--- src/rtl/tetris_input_pkg.sv ---
`timescale 1ns/1ps
// ---------------------------------------------------------------------------
// tetris_input_pkg
// Shared definitions for the Tetris input path:
//   - button bit positions used on the press/release vectors
//   - command encoding seen by the game logic
//   - state encoding of the per-button auto-repeat FSM
// No ports; imported by key_repeat and input_scheduler.
// ---------------------------------------------------------------------------
package tetris_input_pkg;

  localparam int NUM_BTNS = 5;

  // Bit positions inside the press/release vectors
  localparam int BTN_LEFT      = 0;
  localparam int BTN_RIGHT     = 1;
  localparam int BTN_ROTATE    = 2;
  localparam int BTN_SOFT_DROP = 3;
  localparam int BTN_HARD_DROP = 4;

  localparam int CMD_W = 3;

  // Command codes presented at the head of the queue
  typedef enum logic [CMD_W-1:0] {
    CMD_NONE      = 3'd0,
    CMD_LEFT      = 3'd1,
    CMD_RIGHT     = 3'd2,
    CMD_ROTATE    = 3'd3,
    CMD_SOFT_DROP = 3'd4,
    CMD_HARD_DROP = 3'd5
  } cmd_e;

  // Auto-repeat FSM states
  typedef enum logic [1:0] {
    RPT_IDLE   = 2'd0,
    RPT_DELAY  = 2'd1,
    RPT_REPEAT = 2'd2
  } rpt_state_e;

endpackage

--- src/rtl/key_repeat.sv ---
`timescale 1ns/1ps
// ---------------------------------------------------------------------------
// key_repeat
// Auto-repeat engine for one held button. A press raises a request at once
// and arms the initial delay (DAS_TICKS repeat ticks). When the delay runs
// out a second request is raised and the engine keeps repeating every
// ARR_TICKS ticks until cancelled.
//
// Ports:
//   clk       system clock, rising edge
//   rst_n     asynchronous active-low reset
//   tick_i    one-cycle repeat tick from the shared divider
//   press_i   one-cycle press pulse for this button
//   cancel_i  release (or forced release by the opposing direction); wins
//             over everything else in the same cycle
//   req_o     request to the scheduler, valid in the same cycle as its cause
// ---------------------------------------------------------------------------
module key_repeat
  import tetris_input_pkg::*;
#(
  parameter int DAS_TICKS = 40,
  parameter int ARR_TICKS = 8
) (
  input  logic clk,
  input  logic rst_n,
  input  logic tick_i,
  input  logic press_i,
  input  logic cancel_i,
  output logic req_o
);

  localparam int CNT_MAX = (DAS_TICKS > ARR_TICKS) ? DAS_TICKS : ARR_TICKS;
  localparam int CNT_W   = $clog2(CNT_MAX + 1);

  localparam logic [CNT_W-1:0] DAS_LOAD = CNT_W'(DAS_TICKS);
  localparam logic [CNT_W-1:0] ARR_LOAD = CNT_W'(ARR_TICKS);
  localparam logic [CNT_W-1:0] CNT_ONE  = CNT_W'(1);

  rpt_state_e       state_q;
  logic [CNT_W-1:0] cnt_q;
  logic             expire;

  // The counter reaches zero on this tick. Comparing with <= 1 also keeps a
  // zero load (degenerate parameters) from wrapping around.
  assign expire = (state_q != RPT_IDLE) && tick_i && (cnt_q <= CNT_ONE);

  // The request is combinational so a press reaches the pending register on
  // the very next edge; a cancel in the same cycle swallows a due repeat.
  assign req_o = !cancel_i && (press_i || expire);

  always_ff @(posedge clk or negedge rst_n) begin
    if (!rst_n) begin
      state_q <= RPT_IDLE;
      cnt_q   <= '0;
    end else if (cancel_i) begin
      state_q <= RPT_IDLE;
      cnt_q   <= '0;
    end else if (press_i) begin
      // A fresh press restarts the initial delay from any state
      state_q <= RPT_DELAY;
      cnt_q   <= DAS_LOAD;
    end else if (expire) begin
      state_q <= RPT_REPEAT;
      cnt_q   <= ARR_LOAD;
    end else if ((state_q != RPT_IDLE) && tick_i) begin
      cnt_q   <= cnt_q - CNT_ONE;
    end
  end

endmodule

--- src/rtl/input_scheduler.sv ---
`timescale 1ns/1ps
// ---------------------------------------------------------------------------
// input_scheduler
// Turns debounced button press/release pulses into a queue of game commands.
// LEFT, RIGHT and SOFT_DROP auto-repeat while held; ROTATE and HARD_DROP fire
// once per press. Requests land in per-button pending bits, and one pending
// bit per cycle is moved into a small first-word-fall-through command queue
// in fixed priority order HARD_DROP > ROTATE > LEFT > RIGHT > SOFT_DROP.
//
// Ports:
//   clk          system clock, rising edge
//   rst_n        asynchronous active-low reset
//   press_i      one-cycle press pulses, bit map from tetris_input_pkg
//   release_i    one-cycle release pulses, same bit map
//   cmd_ready_i  consumer takes the head command this cycle
//   cmd_valid_o  queue is not empty
//   cmd_o        head command, CMD_NONE while empty
//   fifo_full_o  queue holds FIFO_DEPTH entries
//   dropped_o    one-cycle pulse: a request merged into an already-pending one
// ---------------------------------------------------------------------------
module input_scheduler
  import tetris_input_pkg::*;
#(
  parameter int TICK_DIV   = 12500,
  parameter int DAS_TICKS  = 40,
  parameter int ARR_TICKS  = 8,
  parameter int FIFO_DEPTH = 4
) (
  input  logic                clk,
  input  logic                rst_n,
  input  logic [NUM_BTNS-1:0] press_i,
  input  logic [NUM_BTNS-1:0] release_i,
  input  logic                cmd_ready_i,
  output logic                cmd_valid_o,
  output logic [CMD_W-1:0]    cmd_o,
  output logic                fifo_full_o,
  output logic                dropped_o
);

  localparam int TICK_W = (TICK_DIV > 1) ? $clog2(TICK_DIV) : 1;
  localparam int PTR_W  = $clog2(FIFO_DEPTH);
  localparam int OCC_W  = PTR_W + 1;

  localparam logic [TICK_W-1:0] TICK_LAST = TICK_W'(TICK_DIV - 1);
  localparam logic [OCC_W-1:0]  OCC_FULL  = OCC_W'(FIFO_DEPTH);

  // -------------------------------------------------------------------------
  // Repeat tick divider
  // -------------------------------------------------------------------------
  logic [TICK_W-1:0] tick_cnt_q, tick_cnt_d;
  logic              tick;

  assign tick       = (tick_cnt_q == TICK_LAST);
  assign tick_cnt_d = tick ? '0 : tick_cnt_q + TICK_W'(1);

  always_ff @(posedge clk or negedge rst_n) begin
    if (!rst_n) begin
      tick_cnt_q <= '0;
    end else begin
      tick_cnt_q <= tick_cnt_d;
    end
  end

  // -------------------------------------------------------------------------
  // Button steering and repeat engines
  // LEFT and RIGHT are mutually exclusive: pressing one cancels the other.
  // If both are pressed together LEFT wins and the RIGHT press is ignored.
  // -------------------------------------------------------------------------
  logic left_press, left_cancel, right_press, right_cancel;
  logic [NUM_BTNS-1:0] req;

  assign left_press   = press_i[BTN_LEFT];
  assign left_cancel  = release_i[BTN_LEFT] |
                        (press_i[BTN_RIGHT] & ~press_i[BTN_LEFT]);
  assign right_press  = press_i[BTN_RIGHT] & ~press_i[BTN_LEFT];
  assign right_cancel = release_i[BTN_RIGHT] | press_i[BTN_LEFT];

  key_repeat #(
    .DAS_TICKS (DAS_TICKS),
    .ARR_TICKS (ARR_TICKS)
  ) u_rpt_left (
    .clk      (clk),
    .rst_n    (rst_n),
    .tick_i   (tick),
    .press_i  (left_press),
    .cancel_i (left_cancel),
    .req_o    (req[BTN_LEFT])
  );

  key_repeat #(
    .DAS_TICKS (DAS_TICKS),
    .ARR_TICKS (ARR_TICKS)
  ) u_rpt_right (
    .clk      (clk),
    .rst_n    (rst_n),
    .tick_i   (tick),
    .press_i  (right_press),
    .cancel_i (right_cancel),
    .req_o    (req[BTN_RIGHT])
  );

  key_repeat #(
    .DAS_TICKS (DAS_TICKS),
    .ARR_TICKS (ARR_TICKS)
  ) u_rpt_soft (
    .clk      (clk),
    .rst_n    (rst_n),
    .tick_i   (tick),
    .press_i  (press_i[BTN_SOFT_DROP]),
    .cancel_i (release_i[BTN_SOFT_DROP]),
    .req_o    (req[BTN_SOFT_DROP])
  );

  // Single-shot buttons: one request per press, releases carry no meaning
  assign req[BTN_ROTATE]    = press_i[BTN_ROTATE];
  assign req[BTN_HARD_DROP] = press_i[BTN_HARD_DROP];

  logic unused_release;
  assign unused_release = ^{release_i[BTN_ROTATE], release_i[BTN_HARD_DROP]};

  // -------------------------------------------------------------------------
  // Pending bits and priority selection
  // -------------------------------------------------------------------------
  logic [NUM_BTNS-1:0] pend_q, pend_d;
  logic [NUM_BTNS-1:0] grant, clr;
  logic [CMD_W-1:0]    grant_cmd;
  logic [OCC_W-1:0]    occ_q, occ_d;
  logic                pop, wr_en, full;
  logic                dropped_q, dropped_d;

  assign full  = (occ_q == OCC_FULL);
  assign pop   = cmd_valid_o && cmd_ready_i;
  // A full queue still accepts a write in a cycle that also pops
  assign wr_en = (|pend_q) && (!full || pop);

  always_comb begin
    grant     = '0;
    grant_cmd = CMD_NONE;
    if (pend_q[BTN_HARD_DROP]) begin
      grant[BTN_HARD_DROP] = 1'b1;
      grant_cmd            = CMD_HARD_DROP;
    end else if (pend_q[BTN_ROTATE]) begin
      grant[BTN_ROTATE] = 1'b1;
      grant_cmd         = CMD_ROTATE;
    end else if (pend_q[BTN_LEFT]) begin
      grant[BTN_LEFT] = 1'b1;
      grant_cmd       = CMD_LEFT;
    end else if (pend_q[BTN_RIGHT]) begin
      grant[BTN_RIGHT] = 1'b1;
      grant_cmd        = CMD_RIGHT;
    end else if (pend_q[BTN_SOFT_DROP]) begin
      grant[BTN_SOFT_DROP] = 1'b1;
      grant_cmd            = CMD_SOFT_DROP;
    end
  end

  assign clr    = wr_en ? grant : '0;
  assign pend_d = (pend_q & ~clr) | req;
  // A request only counts as merged when its bit stays set; if that bit is
  // leaving for the queue this cycle the new request simply re-arms it.
  assign dropped_d = |(req & pend_q & ~clr);

  always_ff @(posedge clk or negedge rst_n) begin
    if (!rst_n) begin
      pend_q    <= '0;
      dropped_q <= 1'b0;
    end else begin
      pend_q    <= pend_d;
      dropped_q <= dropped_d;
    end
  end

  // -------------------------------------------------------------------------
  // Command queue (first-word-fall-through)
  // -------------------------------------------------------------------------
  logic [CMD_W-1:0] mem_q [FIFO_DEPTH];
  logic [PTR_W-1:0] wr_ptr_q, wr_ptr_d;
  logic [PTR_W-1:0] rd_ptr_q, rd_ptr_d;

  // Depth is a power of two, so pointers wrap by plain overflow
  assign wr_ptr_d = wr_en ? wr_ptr_q + PTR_W'(1) : wr_ptr_q;
  assign rd_ptr_d = pop   ? rd_ptr_q + PTR_W'(1) : rd_ptr_q;

  always_comb begin
    occ_d = occ_q;
    if (wr_en && !pop) begin
      occ_d = occ_q + OCC_W'(1);
    end else if (pop && !wr_en) begin
      occ_d = occ_q - OCC_W'(1);
    end
  end

  always_ff @(posedge clk or negedge rst_n) begin
    if (!rst_n) begin
      wr_ptr_q <= '0;
      rd_ptr_q <= '0;
      occ_q    <= '0;
    end else begin
      wr_ptr_q <= wr_ptr_d;
      rd_ptr_q <= rd_ptr_d;
      occ_q    <= occ_d;
    end
  end

  // Storage needs no reset: the head is masked whenever the queue is empty
  always_ff @(posedge clk) begin
    if (wr_en) begin
      mem_q[wr_ptr_q] <= grant_cmd;
    end
  end

  assign cmd_valid_o = (occ_q != '0);
  assign cmd_o       = cmd_valid_o ? mem_q[rd_ptr_q] : CMD_NONE;
  assign fifo_full_o = full;
  assign dropped_o   = dropped_q;

endmodule

--- config.mk ---
export PLATFORM = sky130hd
export DESIGN_NAME = input_scheduler
export DESIGN_NICKNAME = d
export VERILOG_FILES = /design/src/rtl/tetris_input_pkg.sv /design/src/rtl/key_repeat.sv /design/src/rtl/input_scheduler.sv
export SDC_FILE = /design/constraint.sdc
export NUM_CORES = 1
export LEC_CHECK = 0
export CORE_AREA = 3 3 69 97
export CTS_CLUSTER_DIAMETER = 150
export DETAILED_ROUTE_END_ITERATION = 7
export DIE_AREA = 0 0 72 100
export PLACE_DENSITY = 0.71
export SYNTH_ARGS = -nofsm -noshare
export SYNTH_HDL_FRONTEND = slang
export SYNTH_SLANG_ARGS = --single-unit
--- constraint.sdc ---
create_clock -name clk -period 5.7 [get_ports clk]
set_input_delay 1.14 -clock clk [delete_from_list [all_inputs] [get_ports clk]]
set_output_delay 1.14 -clock clk [all_outputs]
set_load 0.005 [all_outputs]
# [Yosys cells after proc, flatten, opt, wreduce, memory -nomap -nowiden]
# Memory sizes are Yosys's and may differ from the RTL's.
# Index checks and enable logic that the tools add are counted.
# W data, S select, Z words.
[classes] addsub=8 mul=0 div=0 n_lt_le_gt_ge=3 n_eq_ne=2 shifts=0 mux=44 n_bitwise=9 reduce_logical=36
[ops] cell="$mux W6" count=12
[ops] cell="$mux W3" count=8
[ops] cell="$mux W2" count=10
[ops] cell="$le A6 B1 Y1 const B" count=3
[ops] cell="$sub A6 B1 Y6 const B" count=3
[ops] cell="$and A5 B5 Y5" count=3
[ops] cell="$add A14 B1 Y14 const B" count=1
[ops] cell="$eq A14 B14 Y1 const B" count=1
[ops] cell="$mux W14" count=1
[ops] cell="$logic_and A1 B1 Y1" count=13
[ops] cell="$reduce_bool A3 Y1" count=4
[ops] cell="$reduce_bool A4 Y1" count=3
[ops] cell="$mux W1" count=11
[ops] cell="$reduce_or A5 Y1" count=2
[ops] cell="$reduce_bool A2 Y1" count=4
[ops] cell="$logic_not A1 Y1" count=6
[ops] cell="$mux W5" count=1
[ops] cell="$not A5 Y5" count=1
[ops] cell="$or A5 B5 Y5" count=1
[ops] cell="$add A2 B1 Y2 const B" count=2
[ops] cell="$logic_or A1 B1 Y1" count=4
[ops] cell="$mux W4" count=1
[ops] cell="$add A3 B1 Y3 const B" count=1
[ops] cell="$eq A3 B3 Y1 const B" count=1
[ops] cell="4 further kinds" count=5
[totals] register_bits=51 latch_bits=0 mem_bits_rw=12 rom_bits=0 output_inout_bits=6 wordCells=115 n_memories=1
[memory_table] memory="mem_q" depth=4 width=3 read_ports=1 rd_clocked_by_memory_dff=0 write_ports=1 line="input_scheduler.sv:176" rtl="logic [CMD_W-1:0] mem_q [FIFO_DEPTH];"

# [Depth between registers and ports, before layout]
# Gate-level depths: netlist of run 1.
[depth] word_depth=9 ltp_mapped=9 ltp_nobuf=9

# [Hierarchy]
# Synthesis of run 1 repeated with hierarchy kept, for this count alone.
[hier_totals] hier_cells=306 area_unflattened_um2=3418.3
[modules_own_cells] mod="input_scheduler" n_inst=1 cells_per_inst=153 area_per_inst_um2=1849.3 seq_area_each_um2=1036.0
[modules_own_cells] mod="key_repeat" n_inst=3 cells_per_inst=51 area_per_inst_um2=523.0 seq_area_each_um2=200.2

# [Least setup slack after synthesis of run 1]
# No wires, ideal clock.
[synth_timing] path_type="input-to-reg" startpoint="input cmd_ready_i" endpoint="register occ_q[1]" t_arrival_ns=2.900 required_ns=5.575 setup_slack_ns=2.675 stages=6 path_buffers=0 path_cell_list="nor4b_1 nor2_1 ha_1 inv_1 fa_1 mux2_2"
[synth_between] word_cells_on_any_way=9 classes_between="mux: 1; reduce/logical: 8"
[synth_lines] item="start, declared" line="input_scheduler.sv:33" rtl="input logic cmd_ready_i,"
[synth_lines] item="$logic_and A1 B1 Y1" line="input_scheduler.sv:132" rtl="assign pop = cmd_valid_o && cmd_ready_i;"
[synth_lines] item="$logic_or A1 B1 Y1" line="input_scheduler.sv:134" rtl="assign wr_en = (|pend_q) && (!full || pop);"
[synth_lines] item="$logic_and A1 B1 Y1" line="input_scheduler.sv:134"
[synth_lines] item="named net wr_en" line="input_scheduler.sv:128" rtl="logic pop, wr_en, full;"
[synth_lines] item="$logic_and A1 B1 Y1" line="input_scheduler.sv:186" rtl="if (wr_en && !pop) begin"
[synth_lines] item="$mux W3" line="input_scheduler.sv:186"
[synth_lines] item="named net occ_d[1]" line="input_scheduler.sv:127" rtl="logic [OCC_W-1:0] occ_q, occ_d;"
[synth_lines] item="end signal, assigned" line="input_scheduler.sv:197" rtl="occ_q <= '0;"
[synth_lines] item="end signal, assigned" line="input_scheduler.sv:201" rtl="occ_q <= occ_d;"
[synth_lines] item="end, declared" line="input_scheduler.sv:127"
# The timed path passes the listed nets, and every way through them passes these cells.
# A chain may end at the register's enable or synchronous reset.

# [Worst setup path in the final report of run 1]
# Ends and elaborated chain as after synthesis.

==> impl_metrics.tcl, run 1 <==
set metrics [dict create \
    clk_latency_ps 330 \
    die_x_um 72 \
    overflow 0 \
    p_leak_nw 1.48 \
    wl_met1_um 2590 \
    arrival_ps 3750 \
    finalSetupViolCount 0 \
    cts_root_buf "clkbuf_8" \
    clk_pin_slew_ps 70 \
    crit_type "primary input to flip-flop" \
    synth_top_family_by_area "simple AND/OR/NAND/NOR gates" \
    synth_top_cell_area_share_pct 40.1 \
    grt_pass1_vias 2330 \
    initial_core_util_pct 53.9 \
    hp-class "flip-flop to flip-flop" \
    ir_drop_v 0.000188 \
    clock_skew_ps 8.73 \
    synth_ff_type "dfrtp_1" \
    final.setup.tns_ps 0 \
    cts_max_level 3 \
    layout_commonest_cell "dfrtp_1" \
    synthXorXnorAreaFrac_pct 4.68 \
    grt_max_degree 52 \
    maxCapViolCount 0 \
    core_area_sq_um 5900 \
    cp.required_ps 5910 \
    cts-buffers-inserted 9 \
    r2r_end "u_rpt_soft.cnt_q[4]$_DFFE_PN0P_" \
    drt_pass1_iterations 4 \
    vias_per_cell 5.72 \
    grt_pass1_wl_um 10300 \
    crit_fanout 8 \
    grt_util_all_layers_pct 18.1 \
    routed_wl_um 5820 \
    ctsResizeCount 0 \
    syn_inst 300 \
    critPathLaunchType "primary input" \
    synth.mux.area_fraction_pct 3.42 \
    synth-async-reset-ratio_pct 81.0 \
    antenna_found_initial 0 \
    wl_met3_um 142 \
    synthesis.area_sq_um 3180 \
    power_density_nw_per_um2 358 \
    fmax_mhz 283 \
    rr_startpoint "tick_cnt_q[0]$_DFF_PN0_" \
    yosys_warnings 0 \
    total_power_w 0.00130 \
    yosysUniqueCellTypes 50 \
    ios 19 \
    die_h_um 100 \
    yosysSeqAreaShare_pct 51.4 \
    mostFrequentLayoutCells "dfrtp_1, nor2_1, nand2_1" \
    cts_buffer_depth 2 \
    tightestPinTransition_ps 1100 \
    postCtsSetupRepairBufs 0 \
    drt_iter0_drc 145 \
    synth_area_leaders "dfrtp_1, edfxtp_1, ha_1, nor2_1, a21oi_1" \
    r2r_cells 7 \
    synth-simple-area-share_pct 21.2 \
    cts_hold_buf 0 \
    synth_fa_ha_area_share_pct 5.34 \
    rows 33 \
    cpPeakStageDelay_ps 750 \
    path_cells "clkdlybuf4s50_1 -> nor4b_1 -> nor2_1 -> ha_1 -> inv_1 -> fa_1 -> mux2_2" \
    cts_tree "built" \
    drc 0 \
    status "completed" \
    synth-edff-count 12 \
    reg2reg_setup_slack_ps 2770 \
    place.gp.congestion 0.806 \
    cp-startpoint "cmd_ready_i" \
    synth_seq_cells 63 \
    synth_compound_area_share_pct 11.2 \
    fin_nets 348 \
    syn_area_per_cell_sq_um 10.6 \
    period_share_pct 62.1 \
    drive_gt1_share_pct 10.7 \
    diodes 0 \
    syn_to_final_growth_pct 13.8 \
    via_count 2271 \
    rsz0062_at_grt "no" \
    worstSetupEndpoint "occ_q[1]$_DFFE_PN0P_" \
    fin_crit_ps 3540 \
    avgRoutedWirePerCell_um 14.7 \
    hold_viol_final 0 \
    place_hpwl_um 4250 \
    ant_nets 0 \
    synth.net_count 326 \
    worst_setup_path_end_kind "flip-flop" \
    relSlewSlack_pct 26.0 \
    synth_area_leader_cell "dfrtp_1" \
    finalMaxSlewViolations 0 \
    die_area_sq_um 7200 \
    wl_met2_um 3010 \
    critPathSlowestCell "nor4b_1" \
    top_layer "met4" \
    port_buffers 16 \
    cts_sinks 63 \
]
kinds of logic (layout without fill, tap and decap cells):
group / Yosys count / count (layout)
simple gates: 121 / 121
flops: 63 / 63
compound gates: 56 / 56
buf+inv: 23 / 50
xor+xnor: 17 / 17
fa+ha+maj: 13 / 13
mux: 7 / 7
Yosys cell counts (all sizes together), types with 3 or more instances:
cell type   n
or4         7
a21oi      17
nor3        9
buf         3
edfxtp     12
xnor2       9
nor4        5
or3        11
ha         12
xor2        8
dfrtp      51
nand4       4
inv        16
clkbuf      4
a31oi       4
o31ai       8
nand3      10
mux4        3
o21ai      12
nand2      19
mux2i       3
a21o        3
or2         9
and2        8
nor2       26
critical path: cells and delay by family:
family | cells | cell delay, ps
mux | 1 | 260
buf+inv | 2 | 520
fa+ha+maj | 2 | 740
simple gates | 2 | 1080
worst min path at each step:
| stage | start | endpoint | slack, ps | cells past startpoint |
|---|---|---|---|---|
| after floorplan | tick_cnt_q[11]$_DFF_PN0_ | tick_cnt_q[11]$_DFF_PN0_ | 450 | 1 |
| after global placement | u_rpt_right.state_q[1]$_DFFE_PN0P_ | u_rpt_right.state_q[1]$_DFFE_PN0P_ | 470 | 2 |
| after detailed placement | u_rpt_right.state_q[1]$_DFFE_PN0P_ | u_rpt_right.state_q[1]$_DFFE_PN0P_ | 480 | 2 |
| after CTS | u_rpt_right.state_q[1]$_DFFE_PN0P_ | u_rpt_right.state_q[1]$_DFFE_PN0P_ | 490 | 2 |
| after global routing | u_rpt_right.state_q[1]$_DFFE_PN0P_ | u_rpt_right.state_q[1]$_DFFE_PN0P_ | 520 | 2 |
| final | u_rpt_right.state_q[1]$_DFFE_PN0P_ | u_rpt_right.state_q[1]$_DFFE_PN0P_ | 490 | 2 |
per-layer routing:
| layer | vias up | track usage (%) |
|---|---|---|
| met1 | 1104 | 21.3 |
| met3 | 7 | 4.91 |
| met4 | 0 | 6.95 |
| met5 | - | 0 |
| met2 | 35 | 31.2 |
| li1 | 1125 | - |
flip-flops by register name (all words and copies together) (netlist names):
register and count:
occ_q 3, u_rpt_soft.state_q 2, u_rpt_soft.cnt_q 6, dropped_o 1, u_rpt_left.state_q 2, pend_q 5
tick_cnt_q 14, u_rpt_left.cnt_q 6, rd_ptr_q 2, mem_q 12, wr_ptr_q 2, u_rpt_right.cnt_q 6
u_rpt_right.state_q 2
stage by stage:
stage	instances	cell area [sq um]	util (%)	hold WS, ps	setup slack [ps]
after floorplan	300	3180	-	451	2680
after global placement	381	3410	57.8	467	1910
after detailed placement	381	3410	57.8	476	1830
after CTS	397	3620	61.4	491	2170
after global routing	397	3620	61.4	518	1980
final	397	3620	61.4	487	2160
power breakdown:
part | total [W] | internal [W] | switching [W] | leakage, nW
Clock | 0.000415 | 0.000245 | 0.000170 | 0.102
Combinational | 0.000288 | 0.000160 | 0.000128 | 0.624
Sequential | 0.000594 | 0.000536 | 0.0000578 | 0.754
Total | 0.00130 | 0.000941 | 0.000356 | 1.48
layout make-up:
cell class                 instances  area (sq um)
clock buffer                      10           128
timing repair buffer              18           170
clock inverter                     6          85.1
inverter                          16          60.1
tap                               70          87.6
fill                             495          2280
sequential                        63          1640
multi-input combinational        214          1460
No activity file was read; power rests on OpenSTA's default activity.
==> run 2, diff against run 1 <==
==> constraint.sdc (replaced) <==
create_clock -name clk -period 3.5 [get_ports clk]
set_input_delay 0.7 -clock clk [delete_from_list [all_inputs] [get_ports clk]]
set_output_delay 0.7 -clock clk [all_outputs]
set_load 0.005 [all_outputs]
==> run 2 against run 1 <==
  * First-iteration DRC count fell by 27%
  * Final cell count is 1.0% higher
  * Setup slack got worse by 1500 ps
  * Sequential share of layout area is 0.22 points higher
  * Final area shrank 0.48%
  * Critical path type unchanged
  * Utilization shrank 0.30 points
  * Global-route usage up 0.67 points
  * Combinational power rose by 65%
  * Clock skew rose by 0.98 ps
  * Die area is the same
  * Largest power group unchanged
  * Count of clock-buffer cells in the layout did not move
  * Critical path depth is the same
==> impl_metrics.tcl, run 2 (synthesis results as in run 1) <==
set metrics [dict create \
    cts_buffer_depth 2 \
    fmax_mhz 352 \
    die_area_sq_um 7200 \
    drc 0 \
    fin_nets 352 \
    via_count 2290 \
    ctsResizeCount 0 \
    crit_fanout 6 \
    maxCapViolCount 0 \
    drive_gt1_share_pct 11.8 \
    ant_nets 0 \
    layout_commonest_cell "dfrtp_1" \
    cts_hold_buf 0 \
    fin_crit_ps 2840 \
    overflow 0 \
    fillerInstances 500 \
    clk_latency_ps 340 \
    reg2reg_setup_slack_ps 740 \
    grt_pass1_wl_um 10700 \
    crit_type "primary input to flip-flop" \
    cts_max_level 3 \
    mostFrequentLayoutCells "dfrtp_1, nor2_1, nand2_1" \
    max_flop_register "tick_cnt_q" \
    critPathLaunchType "primary input" \
    cts-buffers-inserted 9 \
    cts_sinks 63 \
    tightestPinTransition_ps 876 \
    core_area_sq_um 5900 \
    finalMaxSlewViolations 0 \
    initial_core_util_pct 53.9 \
    worst_setup_path_end_kind "flip-flop" \
    placed_area_sq_um 3440 \
    grt_max_degree 28 \
    power_density_nw_per_um2 551 \
    r2r_cells 7 \
    finalSetupViolCount 0 \
    grt_util_all_layers_pct 18.8 \
    p_leak_nw 1.47 \
    port_buffers 16 \
    multiInputGateArea_sq_um 1460 \
    cp.required_ps 3730 \
    avgRoutedWirePerCell_um 14.8 \
    arrival_ps 3070 \
    die_h_um 100 \
    place_hpwl_um 4280 \
    clk_pin_slew_ps 70 \
    place.gp.congestion 0.819 \
    drt_pass1_iterations 4 \
    clkPwrFrac_pct 27.3 \
    antenna_found_initial 0 \
    cts_tree "built" \
    clock_skew_ps 9.70 \
    final.setup.tns_ps 0 \
    status "completed" \
    diodes 0 \
    r2r_end "u_rpt_right.cnt_q[5]$_DFFE_PN0P_" \
    ios 19 \
    hold_viol_final 0 \
    top_regs "tick_cnt_q: 14 flops, mem_q: 12 flops" \
    p_sw_w 0.000596 \
    rr_startpoint "tick_cnt_q[0]$_DFF_PN0_" \
    p_seq_share_pct 48.7 \
    relSlewSlack_pct 40.8 \
    switching_share_pct 30.0 \
    cts_root_buf "clkbuf_8" \
    drt_iter0_drc 106 \
    period_share_pct 81.3 \
    hp-class "primary input to async pin" \
    ir_drop_v 0.000323 \
    p_int_w 0.00139 \
    postCtsSetupRepairBufs 0 \
    rows 33 \
    rsz0062_at_grt "no" \
    grt_pass1_vias 2331 \
    routed_wl_um 5920 \
    fin_area_sq_um 3610 \
    die_x_um 72 \
    largest_reg_flops 14 \
    ff_latch_area_sq_um 1640 \
    comb_power_share_pct 24.0 \
    syn_to_final_growth_pct 13.3 \
    vias_per_cell 5.71 \
]
-- run 2: cell types whose count changed in the layout (fill, tap and decap cells not counted) --
cell        before  now
buf_4            2    6
bufinv_16        2    0
clkinv_2         2    3
clkinvlp_4       2    3
-- run 2: cell type report --
class | count | share of cell area (%)
clock buffer | 10 | 3.54
clock inverter | 6 | 1.04
inverter | 16 | 1.66
multi-input combinational | 214 | 40.4
sequential | 63 | 45.4
tap | 70 | 2.43
timing repair buffer | 22 | 5.55
-- run 2: power groups by stage --
stage	combinational, W	clock (W)	sequential [W]
6_report	0.000476	0.000542	0.000969
5_1_grt	0.000548	0.000577	0.000989
4_1_cts	0.000488	0.000558	0.000972
3_5_place_dp	0.000486	0	0.000986
3_3_place_gp	0.000463	0	0.000974
2_1_floorplan	0.000328	0	0.000945
-- run 2: worst max-delay path, stage by stage --
cell and delay [ps]:
clkdlybuf4s50_1 450, nor4b_1 740, nor2_1 160, ha_1 270, inv_1 70, fa_1 410
mux2_2 260
-- run 2: how the worst max path moves through the flow --
stage                            from              endpoint  slack (ps)  cells after the start
final                     cmd_ready_i  occ_q[1]$_DFFE_PN0P_         660                      7
after CTS                 cmd_ready_i  occ_q[1]$_DFFE_PN0P_         690                      7
after global routing      cmd_ready_i  occ_q[1]$_DFFE_PN0P_         490                      7
after detailed placement  cmd_ready_i  occ_q[1]$_DFFE_PN0P_         330                      7
after floorplan           cmd_ready_i  occ_q[1]$_DFFE_PN0P_         920                      6
after global placement    cmd_ready_i  occ_q[1]$_DFFE_PN0P_         350                      7
-- run 2: metal layers --
metal  vias up  track usage [%]  routed length (um)
li1       1146                -                   -
met4         0             5.93                  90
met5         -                0                   0
met2        45             31.6                2960
met3         8             4.81                 215
met1      1091             23.6                2660
-- run 2: per-stage QoR --
step	instances	hold slack [ps]	setup slack [ps]	util [%]	power, W
6_report	401	347	656	61.1	0.00199
5_1_grt	401	382	487	61.1	0.00211
4_1_cts	401	357	691	61.1	0.00202
3_5_place_dp	385	479	326	58.3	0.00147
3_3_place_gp	385	468	353	58.3	0.00144
2_1_floorplan	300	404	915	-	0.00127
